[config.mk]
export PLATFORM = sky130hd
export DESIGN_NAME = multicycle_uc
export DESIGN_NICKNAME = d
export VERILOG_FILES = /design/src/rtl/uc_pkg.sv /design/src/rtl/multicycle_uc_alu_deco.sv /design/src/rtl/multicycle_uc.sv
export SDC_FILE = /design/constraint.sdc
export NUM_CORES = 1
export LEC_CHECK = 0
export BUFFER_PORTS_ARGS = -buffer_cell sky130_fd_sc_hd__buf_2
export CORE_ASPECT_RATIO = 1.75
export CORE_MARGIN = 2
export CORE_UTILIZATION = 43
export DETAILED_ROUTE_END_ITERATION = 8
export MAX_ROUTING_LAYER = met4
export PLACE_DENSITY_LB_ADDON = 0.25
export REMOVE_ABC_BUFFERS = 1
export SYNTH_ARGS = -nofsm -noshare
export SYNTH_HDL_FRONTEND = slang
export SYNTH_SLANG_ARGS = --single-unit
[constraint.sdc]
create_clock -name clk -period 2 [get_ports clk]
set_input_delay 0.4 -clock clk [delete_from_list [all_inputs] [get_ports clk]]
set_output_delay 0.4 -clock clk [all_outputs]
set_load 0.05 [all_outputs]
[src/rtl/uc_pkg.sv]
// Shared encodings for the multicycle control unit: states, opcodes, mux selects, ALU codes.
// Latency: n/a (types, constants and pure decode functions only).
// Backpressure: n/a.
package uc_pkg;

    typedef enum logic [3:0] {
        S_BOOT,
        S_FETCH,
        S_DECODE,
        S_MEMADR,
        S_MEMREAD,
        S_MEMWB,
        S_MEMWRITE,
        S_EXECR,
        S_EXECI,
        S_JAL,
        S_ALUWB,
        S_BEQ,
        S_TRAP
    } state_t;

    // Opcodes this unit sequences
    localparam logic [6:0] OP_LW    = 7'b0000011;
    localparam logic [6:0] OP_SW    = 7'b0100011;
    localparam logic [6:0] OP_RTYPE = 7'b0110011;
    localparam logic [6:0] OP_ITYPE = 7'b0010011;
    localparam logic [6:0] OP_BEQ   = 7'b1100011;
    localparam logic [6:0] OP_JAL   = 7'b1101111;

    // ALU operand A select
    localparam logic [1:0] SRCA_PC    = 2'b00;
    localparam logic [1:0] SRCA_OLDPC = 2'b01;
    localparam logic [1:0] SRCA_RS1   = 2'b10;

    // ALU operand B select
    localparam logic [1:0] SRCB_RS2  = 2'b00;
    localparam logic [1:0] SRCB_IMM  = 2'b01;
    localparam logic [1:0] SRCB_FOUR = 2'b10;

    // Result mux select
    localparam logic [1:0] RES_ALUOUT = 2'b00;
    localparam logic [1:0] RES_DATA   = 2'b01;
    localparam logic [1:0] RES_ALU    = 2'b10;

    // Immediate format select
    localparam logic [1:0] IMM_I = 2'b00;
    localparam logic [1:0] IMM_S = 2'b01;
    localparam logic [1:0] IMM_B = 2'b10;
    localparam logic [1:0] IMM_J = 2'b11;

    // ALU operation class handed to the ALU decoder
    localparam logic [1:0] ALUOP_ADD  = 2'b00;
    localparam logic [1:0] ALUOP_SUB  = 2'b01;
    localparam logic [1:0] ALUOP_FUNC = 2'b10;

    // ALU control codes produced by the ALU decoder
    localparam logic [2:0] ALU_ADD = 3'b000;
    localparam logic [2:0] ALU_SUB = 3'b001;
    localparam logic [2:0] ALU_AND = 3'b010;
    localparam logic [2:0] ALU_OR  = 3'b011;
    localparam logic [2:0] ALU_SLT = 3'b101;

    // Per-state control word; pc_update and branch are combined into pcWrite at the top
    typedef struct packed {
        logic       mem_req;
        logic       adr_src;
        logic       mem_write;
        logic       ir_write;
        logic       pc_update;
        logic       branch;
        logic       reg_write;
        logic [1:0] res_src;
        logic [1:0] alu_src_a;
        logic [1:0] alu_src_b;
        logic [1:0] alu_op;
        logic       instret;
        logic       halted;
    } ctrl_t;

    // Moore output table: control word asserted while sitting in state s
    function automatic ctrl_t ctrl_of(input state_t s);
        ctrl_t c;
        c = '0;
        case (s)
            S_FETCH: begin
                c.mem_req   = 1'b1;
                c.alu_src_a = SRCA_PC;
                c.alu_src_b = SRCB_FOUR;
                c.alu_op    = ALUOP_ADD;
                c.res_src   = RES_ALU;
                c.ir_write  = 1'b1;
                c.pc_update = 1'b1;
            end
            S_DECODE: begin
                c.alu_src_a = SRCA_OLDPC;
                c.alu_src_b = SRCB_IMM;
                c.alu_op    = ALUOP_ADD;
            end
            S_MEMADR: begin
                c.alu_src_a = SRCA_RS1;
                c.alu_src_b = SRCB_IMM;
                c.alu_op    = ALUOP_ADD;
            end
            S_MEMREAD: begin
                c.mem_req = 1'b1;
                c.adr_src = 1'b1;
            end
            S_MEMWB: begin
                c.res_src   = RES_DATA;
                c.reg_write = 1'b1;
                c.instret   = 1'b1;
            end
            S_MEMWRITE: begin
                c.mem_req   = 1'b1;
                c.adr_src   = 1'b1;
                c.mem_write = 1'b1;
                c.instret   = 1'b1;
            end
            S_EXECR: begin
                c.alu_src_a = SRCA_RS1;
                c.alu_src_b = SRCB_RS2;
                c.alu_op    = ALUOP_FUNC;
            end
            S_EXECI: begin
                c.alu_src_a = SRCA_RS1;
                c.alu_src_b = SRCB_IMM;
                c.alu_op    = ALUOP_FUNC;
            end
            S_JAL: begin
                c.alu_src_a = SRCA_OLDPC;
                c.alu_src_b = SRCB_FOUR;
                c.alu_op    = ALUOP_ADD;
                c.res_src   = RES_ALUOUT;
                c.pc_update = 1'b1;
            end
            S_ALUWB: begin
                c.res_src   = RES_ALUOUT;
                c.reg_write = 1'b1;
                c.instret   = 1'b1;
            end
            S_BEQ: begin
                c.alu_src_a = SRCA_RS1;
                c.alu_src_b = SRCB_RS2;
                c.alu_op    = ALUOP_SUB;
                c.res_src   = RES_ALUOUT;
                c.branch    = 1'b1;
                c.instret   = 1'b1;
            end
            S_TRAP: begin
                c.halted = 1'b1;
            end
            default: ;
        endcase
        return c;
    endfunction

    // Immediate format from opcode; unknown opcodes fall back to I
    function automatic logic [1:0] imm_src_of(input logic [6:0] op);
        logic [1:0] imm;
        imm = IMM_I;
        case (op)
            OP_SW:   imm = IMM_S;
            OP_BEQ:  imm = IMM_B;
            OP_JAL:  imm = IMM_J;
            default: imm = IMM_I;
        endcase
        return imm;
    endfunction

endpackage

[src/rtl/multicycle_uc_alu_deco.sv]
// ALU decoder: maps the ALU operation class plus func3/func7 to an ALU control code.
// Latency: purely combinational.
// Backpressure: none; follows its inputs.
module aluDeco
    import uc_pkg::*;
(
    input  logic       op_b5,
    input  logic [2:0] func3,
    input  logic       func7_b5,
    input  logic [1:0] alu_op,
    output logic [2:0] alu_control
);

    // Add for address/PC math, subtract for compare, otherwise decode the instruction function
    always_comb begin
        alu_control = ALU_ADD;
        case (alu_op)
            ALUOP_ADD: alu_control = ALU_ADD;
            ALUOP_SUB: alu_control = ALU_SUB;
            default: begin
                case (func3)
                    3'b000:  alu_control = (op_b5 && func7_b5) ? ALU_SUB : ALU_ADD;
                    3'b010:  alu_control = ALU_SLT;
                    3'b110:  alu_control = ALU_OR;
                    3'b111:  alu_control = ALU_AND;
                    default: alu_control = ALU_ADD;
                endcase
            end
        endcase
    end

endmodule

[src/rtl/multicycle_uc.sv]
// Multicycle RV32I control unit sequencing a shared ALU, unified memory port and register file.
// Latency: 3-5 cycles per instruction plus one per memory wait cycle.
// Backpressure: FETCH, MEMREAD and MEMWRITE hold until memReady; other states ignore it.
module multicycle_uc
    import uc_pkg::*;
(
    input  logic       clk,
    input  logic       reset,
    input  logic [6:0] op,
    input  logic [2:0] func3,
    input  logic       func7,
    input  logic       zero,
    input  logic       memReady,
    output logic       memReq,
    output logic       adrSrc,
    output logic       memWrite,
    output logic       irWrite,
    output logic       pcWrite,
    output logic       regWrite,
    output logic [1:0] resSrc,
    output logic [1:0] aluSrcA,
    output logic [1:0] aluSrcB,
    output logic [2:0] aluControl,
    output logic [1:0] immSrc,
    output logic       instret,
    output logic       halted
);

    state_t state_q, state_d;
    ctrl_t  ctrl_q, ctrl_d;
    logic   mem_ok;
    logic   pc_update;

    // Next state, and the control word of that next state so outputs come straight from flops
    always_comb begin
        state_d = state_q;
        case (state_q)
            S_BOOT:     state_d = S_FETCH;
            S_FETCH:    state_d = memReady ? S_DECODE : S_FETCH;
            S_DECODE: begin
                case (op)
                    OP_LW, OP_SW: state_d = S_MEMADR;
                    OP_RTYPE:     state_d = S_EXECR;
                    OP_ITYPE:     state_d = S_EXECI;
                    OP_BEQ:       state_d = S_BEQ;
                    OP_JAL:       state_d = S_JAL;
                    default:      state_d = S_TRAP;
                endcase
            end
            // Only lw/sw reach MEMADR; op[5] separates the store from the load
            S_MEMADR:   state_d = op[5] ? S_MEMWRITE : S_MEMREAD;
            S_MEMREAD:  state_d = memReady ? S_MEMWB : S_MEMREAD;
            S_MEMWB:    state_d = S_FETCH;
            S_MEMWRITE: state_d = memReady ? S_FETCH : S_MEMWRITE;
            S_EXECR:    state_d = S_ALUWB;
            S_EXECI:    state_d = S_ALUWB;
            S_JAL:      state_d = S_ALUWB;
            S_ALUWB:    state_d = S_FETCH;
            S_BEQ:      state_d = S_FETCH;
            S_TRAP:     state_d = S_TRAP;
            default:    state_d = S_TRAP;
        endcase
        ctrl_d = ctrl_of(state_d);
    end

    // State and registered control word; reset clears both at once so a store drops immediately
    always_ff @(posedge clk or negedge reset) begin
        if (!reset) begin
            state_q <= S_BOOT;
            ctrl_q  <= '0;
        end else begin
            state_q <= state_d;
            ctrl_q  <= ctrl_d;
        end
    end

    // In memory states the completing strobes wait for memReady; elsewhere they pass through
    assign mem_ok    = memReady | ~ctrl_q.mem_req;
    assign pc_update = ctrl_q.pc_update & mem_ok;

    assign memReq   = ctrl_q.mem_req;
    assign adrSrc   = ctrl_q.adr_src;
    assign memWrite = ctrl_q.mem_write;
    assign irWrite  = ctrl_q.ir_write & memReady;
    assign pcWrite  = pc_update | (ctrl_q.branch & zero);
    assign regWrite = ctrl_q.reg_write;
    assign resSrc   = ctrl_q.res_src;
    assign aluSrcA  = ctrl_q.alu_src_a;
    assign aluSrcB  = ctrl_q.alu_src_b;
    assign instret  = ctrl_q.instret & mem_ok;
    assign halted   = ctrl_q.halted;
    assign immSrc   = imm_src_of(op);

    aluDeco u_alu_deco (
        .op_b5       (op[5]),
        .func3       (func3),
        .func7_b5    (func7),
        .alu_op      (ctrl_q.alu_op),
        .alu_control (aluControl)
    );

endmodule

Yosys cells after proc, flatten, opt, wreduce, memory -nomap -nowiden
Index checks and enable logic that the tools add are counted.
{"block": "totals", "reg_bits": 21, "elab_cells": 87, "inputBits": 15, "out_inout_bits": 19}
{"block": "classes", "n_mux": 21, "eq_ne": 33, "n_bitwise": 7, "n_reduce_logical": 12}
{"op": "$pmux W6 S7", "count": 1}
{"op": "$eq A4 B4 Y1 const B", "count": 9}
{"op": "$eq A4 B3 Y1 const B", "count": 8}
{"op": "$pmux W4 S7", "count": 1}
{"op": "$pmux W4 S5", "count": 1}
{"op": "$eq A4 B2 Y1 const B", "count": 4}
{"op": "$eq A7 B6 Y1 const B", "count": 2}
{"op": "$eq A7 B7 Y1 const B", "count": 2}
{"op": "$pmux W3 S4", "count": 1}
{"op": "$mux W1", "count": 11}
{"op": "$eq A4 B1 Y1 const B", "count": 2}
{"op": "$reduce_or A2 Y1", "count": 4}
{"op": "$reduce_or A4 Y1", "count": 2}
{"op": "$eq A7 B2 Y1 const B", "count": 1}
{"op": "$eq A7 B5 Y1 const B", "count": 1}
{"op": "$eq A3 B3 Y1 const B", "count": 2}
{"op": "$pmux W2 S3", "count": 1}
{"op": "$pmux W3 S2", "count": 1}
{"op": "$reduce_or A3 Y1", "count": 2}
{"op": "$and A1 B1 Y1", "count": 4}
{"op": "$logic_not A4 Y1", "count": 1}
{"op": "$mux W2", "count": 2}
{"op": "$pmux W2 S2", "count": 1}
{"op": "$eq A3 B2 Y1 const B", "count": 1}
{"op": "other kinds (7)", "count": 8}

Logic depth before layout (Yosys ltp)
{"block": "logic_depth", "ltp_word": 7, "ltp_mapped": 7, "mapped_depth_nobuf": 6}

Cells and area by module
From an unflattened synthesis, not the netlist that was laid out.
{"block": "hier_totals", "hier_cells": 112, "hier_area_um2": 1113.6}
{"module": "multicycle_uc", "seq_area_each_um2": 500.5, "n_inst": 1, "cells_per_inst": 105, "area_each_um2": 1071.0}
{"module": "aluDeco", "seq_area_each_um2": 0.0, "n_inst": 1, "cells_per_inst": 7, "area_each_um2": 42.5}

Worst setup path after synthesis
No wires, ideal clock.
{"block": "synth_timing", "path_kind": "input -> output", "from": "input op[4]", "to": "output immSrc[1]", "stages": 2, "t_required_ns": 1.600, "n_path_buf": 0, "setup_slack_ns": -0.124, "arrival_ns": 1.724, "cell_sequence": "nand4b_1 -> nor3_1"}
{"block": "synth_between", "elab_chain_cells": 2, "elab_cells_between_ends": 4, "cone_classes": "eq/ne (3); mux (1)"}
{"item": "from (decl)", "line_no": "multicycle_uc.sv:9", "rtl": "input logic [6:0] op,"}
{"item": "$eq A7 B7 Y1 or $eq A7 B6 Y1 (tied branches)", "line_no": "uc_pkg.sv:161", "rtl": "case (op)"}
{"item": "$pmux W2 S3 *", "line_no": "uc_pkg.sv:161"}
{"item": "to (decl)", "line_no": "multicycle_uc.sv:24", "rtl": "output logic [1:0] immSrc,"}
Mark *: on every way between the ends. The rest lies on a longest branch, timed or not.

==> results_dict.tcl <==
set metrics [dict create \
    outcome "finished clean" \
    cts_root_buffer "clkbuf_8" \
    global_route_wire_length_before_repair_mm 3.774 \
    worstPathArrival_ns 2.07 \
    cts_htree_levels 1 \
    layout_worst_path_cycle_share_pct 96.59 \
    dominantRegCellSynth "dfrtp_1" \
    finalWirelength_mm 2.240 \
    route.antenna.remaining_nets 0 \
    hold_path_class "in -> async" \
    combined_global_route_utilization_of_all_metal_layers_pct 16.99 \
    post-route-drc-count 0 \
    floorplan.core_area_sq_mm 0.002462 \
    dp_hpwl_mm 1.845 \
    cts_post_setup_buffers_inserted 0 \
    p_leak_nw 0.7098 \
    timing.critical_path.required_ns 2.13 \
    tritoncts.num_buffers 3 \
    cap_violations 0 \
    crit_path_start_kind "flip-flop" \
    first_iter_violations 12 \
    clkTransAtPathRegs_ns 0.07 \
    max_clock_freq_ghz 0.5176 \
    skew_pair_late_insertion_delay_ns 0.25 \
    count_of_pins_over_their_slew_limit 0 \
    io_pins 34 \
    final.setup_skew_ns 0.002542 \
    route.detailed.vias_per_inst 5.571 \
    ys_types 36 \
    final.setup.tns_ns 0 \
    final_net_count 158 \
    drt-wirelength-per-cell_um 13.33 \
    main_area_contributors_after_synthesis "dfrtp_1 (46%), buf_4 (4.1%), a21oi_1 (3.2%), nor2_1 (3.1%), nor3_1 (2.8%)" \
    synth_warnings 0 \
    pwr_density_cell_mw_per_mm2 629.1 \
    worst_slew_pin_slew_ns 0.4759 \
    top_area_cell_type_share_of_the_netlist_area_pct 45.92 \
    via_count_of_the_first_global_routing_pass 935 \
    placed_instance_count 164 \
    row_count 24 \
    synthesis.area_sq_mm 0.001090 \
    fillers 224 \
    synthesis.instances 110 \
    hold_viol_final 0 \
    placement.io_buffers 33 \
    cts_sinks 20 \
    final.min_clock_period_ns 1.932 \
    synth_seq_area_share_pct 45.92 \
    gp_congestion 0.9485 \
    cp_max_fo 5 \
    synth-seq-cells 20 \
    critical_path_class "reg -> reg" \
    timing.max_slew.rel_slack_pct 68.27 \
    drt_pass1_iterations 4 \
    fin_hold_ws_ns 0.07502 \
    final_instance_count_without_filler_cells 168 \
    final-setup-viol-count 0 \
    synthesized_area_per_cell_sq_um 9.907 \
    floorplan.initialDensity_pct 44.26 \
    via_count 936 \
    cts.hold.buffers_added 0 \
    grt_antenna_before_repair 0 \
    netlist.top_cell.by_area "dfrtp_1" \
    worst_setup_path_end_kind "flip-flop" \
    syn_to_final_growth_pct 23.31 \
    async_set_or_reset_flop_fraction_in_the_synthesized_netlist_pct 100.0 \
    floorplan.die.width_um 42.06 \
    synth-edff-count 0 \
    vdd.ir_drop.worst_v 0.0003611 \
    antenna_cells 0 \
    cts_buffer_depth 2 \
    rsz0062_at_grt "yes" \
    maximum_number_of_pins_on_one_net_before_global_route_repair 21 \
    die_height_um 70.60 \
    die_area_sq_mm 0.002969 \
    cts_tree "yes" \
    grt-ovfl-total 0 \
    drive_gt1_share_pct 38.03 \
]
## routing by layer
layer  routed length [um]  vias to the layer above  global-route usage [%]
li1                     -                      451                       -
met4                   33                        0                   6.944
met3                   95                        4                   2.806
met2                 1329                       35                   32.81
met5                    0                        -                       -
met1                  781                      446                   15.89
## power by group
group | switching, mW | leakage [nW] | total [mW] | internal (mW)
Clock | 0.127 | 0.0357 | 0.394 | 0.267
Combinational | 0.0287 | 0.410 | 0.0475 | 0.0189
Sequential | 0 | 0.264 | 0.404 | 0.404
## repair_timing
| action | CTS | global route |
|---|---|---|
| pin swaps | 1 | 0 |
| resized for setup | 0 | 2 |
| endpoints found under the setup margin | 4 | 6 |
| endpoints found under the hold margin | 0 | 0 |
## final cells by class
class | instances | area, sq um | area share [%]
Sequential cell | 20 | 500.5 | 37.24
Clock buffer | 3 | 41.29 | 3.073
Clock inverter | 1 | 30.03 | 2.235
Tap cell | 26 | 32.53 | 2.421
Inverter | 8 | 30.03 | 2.235
Timing Repair Buffer | 39 | 210.2 | 15.64
Multi-Input combinational cell | 71 | 499.2 | 37.15
## cells in the mapped netlist, types with 2 or more instances
| cell type | count |
|---|---|
| dfrtp_1 | 20 |
| nor2_1 | 9 |
| inv_1 | 8 |
| a21oi_1 | 7 |
| buf_4 | 6 |
| nor3_1 | 6 |
| clkbuf_1 | 5 |
| nand2b_1 | 4 |
| nand3_1 | 4 |
| a31oi_1 | 3 |
| and2_1 | 3 |
| nand2_1 | 3 |
| o21ai_0 | 3 |
| or3_1 | 3 |
| nand4b_1 | 2 |
| nand4bb_1 | 2 |
| nor2b_1 | 2 |
| or4_1 | 2 |
## worst max-delay path: stages, from the launching register on
cell and delay, ns:
dfrtp_1 0.39, or4b_4 0.58, or4_4 0.47, nand4_4 0.11, nand4b_1 0.17, a31oi_1 0.10
## registers in the layout, summed over array words and instances, names as in the netlist
register	count
ctrl_q	6
state_q	4
aluSrcA	2
aluSrcB	2
adrSrc	1
halted	1
memReq	1
memWrite	1
regWrite	1
resSrc	1
## cells by family after synthesis
family / synth area share [%]
compound gates: 13.55
xor+xnor: 0.8038
fa+ha+maj: 0.9185
buf+inv: 8.611
flops: 45.92
mux: 1.952
simple gates: 28.24
## worst paths after layout
check                           startpoint    endpoint  slack, ns  cells past startpoint
worst min register to register  state_q[1]   resSrc[0]       0.67                      2
min in group clk                  memReady   resSrc[0]       0.53                      3
worst max register to register  state_q[0]  aluSrcB[0]       0.07                      5
worst max-delay path            state_q[0]  aluSrcB[0]       0.07                      5
worst min-delay path                 reset    regWrite       0.08                      1
max in group asynchronous            reset  aluSrcB[0]       1.63                      1
## metrics by stage
stage	setup slack (ns)	power (mW)	utilization (%)	area, sq um
floorplan	-0.1238	0.4275	-	1026
finish	0.06817	0.8453	54.57	1344
detailed placement	-0.02020	0.4605	51.52	1269
global placement	0.01396	0.4584	51.52	1269
CTS	0.02603	0.8534	54.42	1340
global route	-0.01144	0.8749	54.57	1344
## cell usage in the layout (no fill, tap or decap), types with 4 or more instances in the layout
cell,count
nand2b_1,4
inv_1,7
nor2_1,9
a21oi_1,7
buf_2,33
nor3_1,6
buf_4,6
dfrtp_1,20
nand3_1,4
No activity file was read; power rests on OpenSTA's default activity.
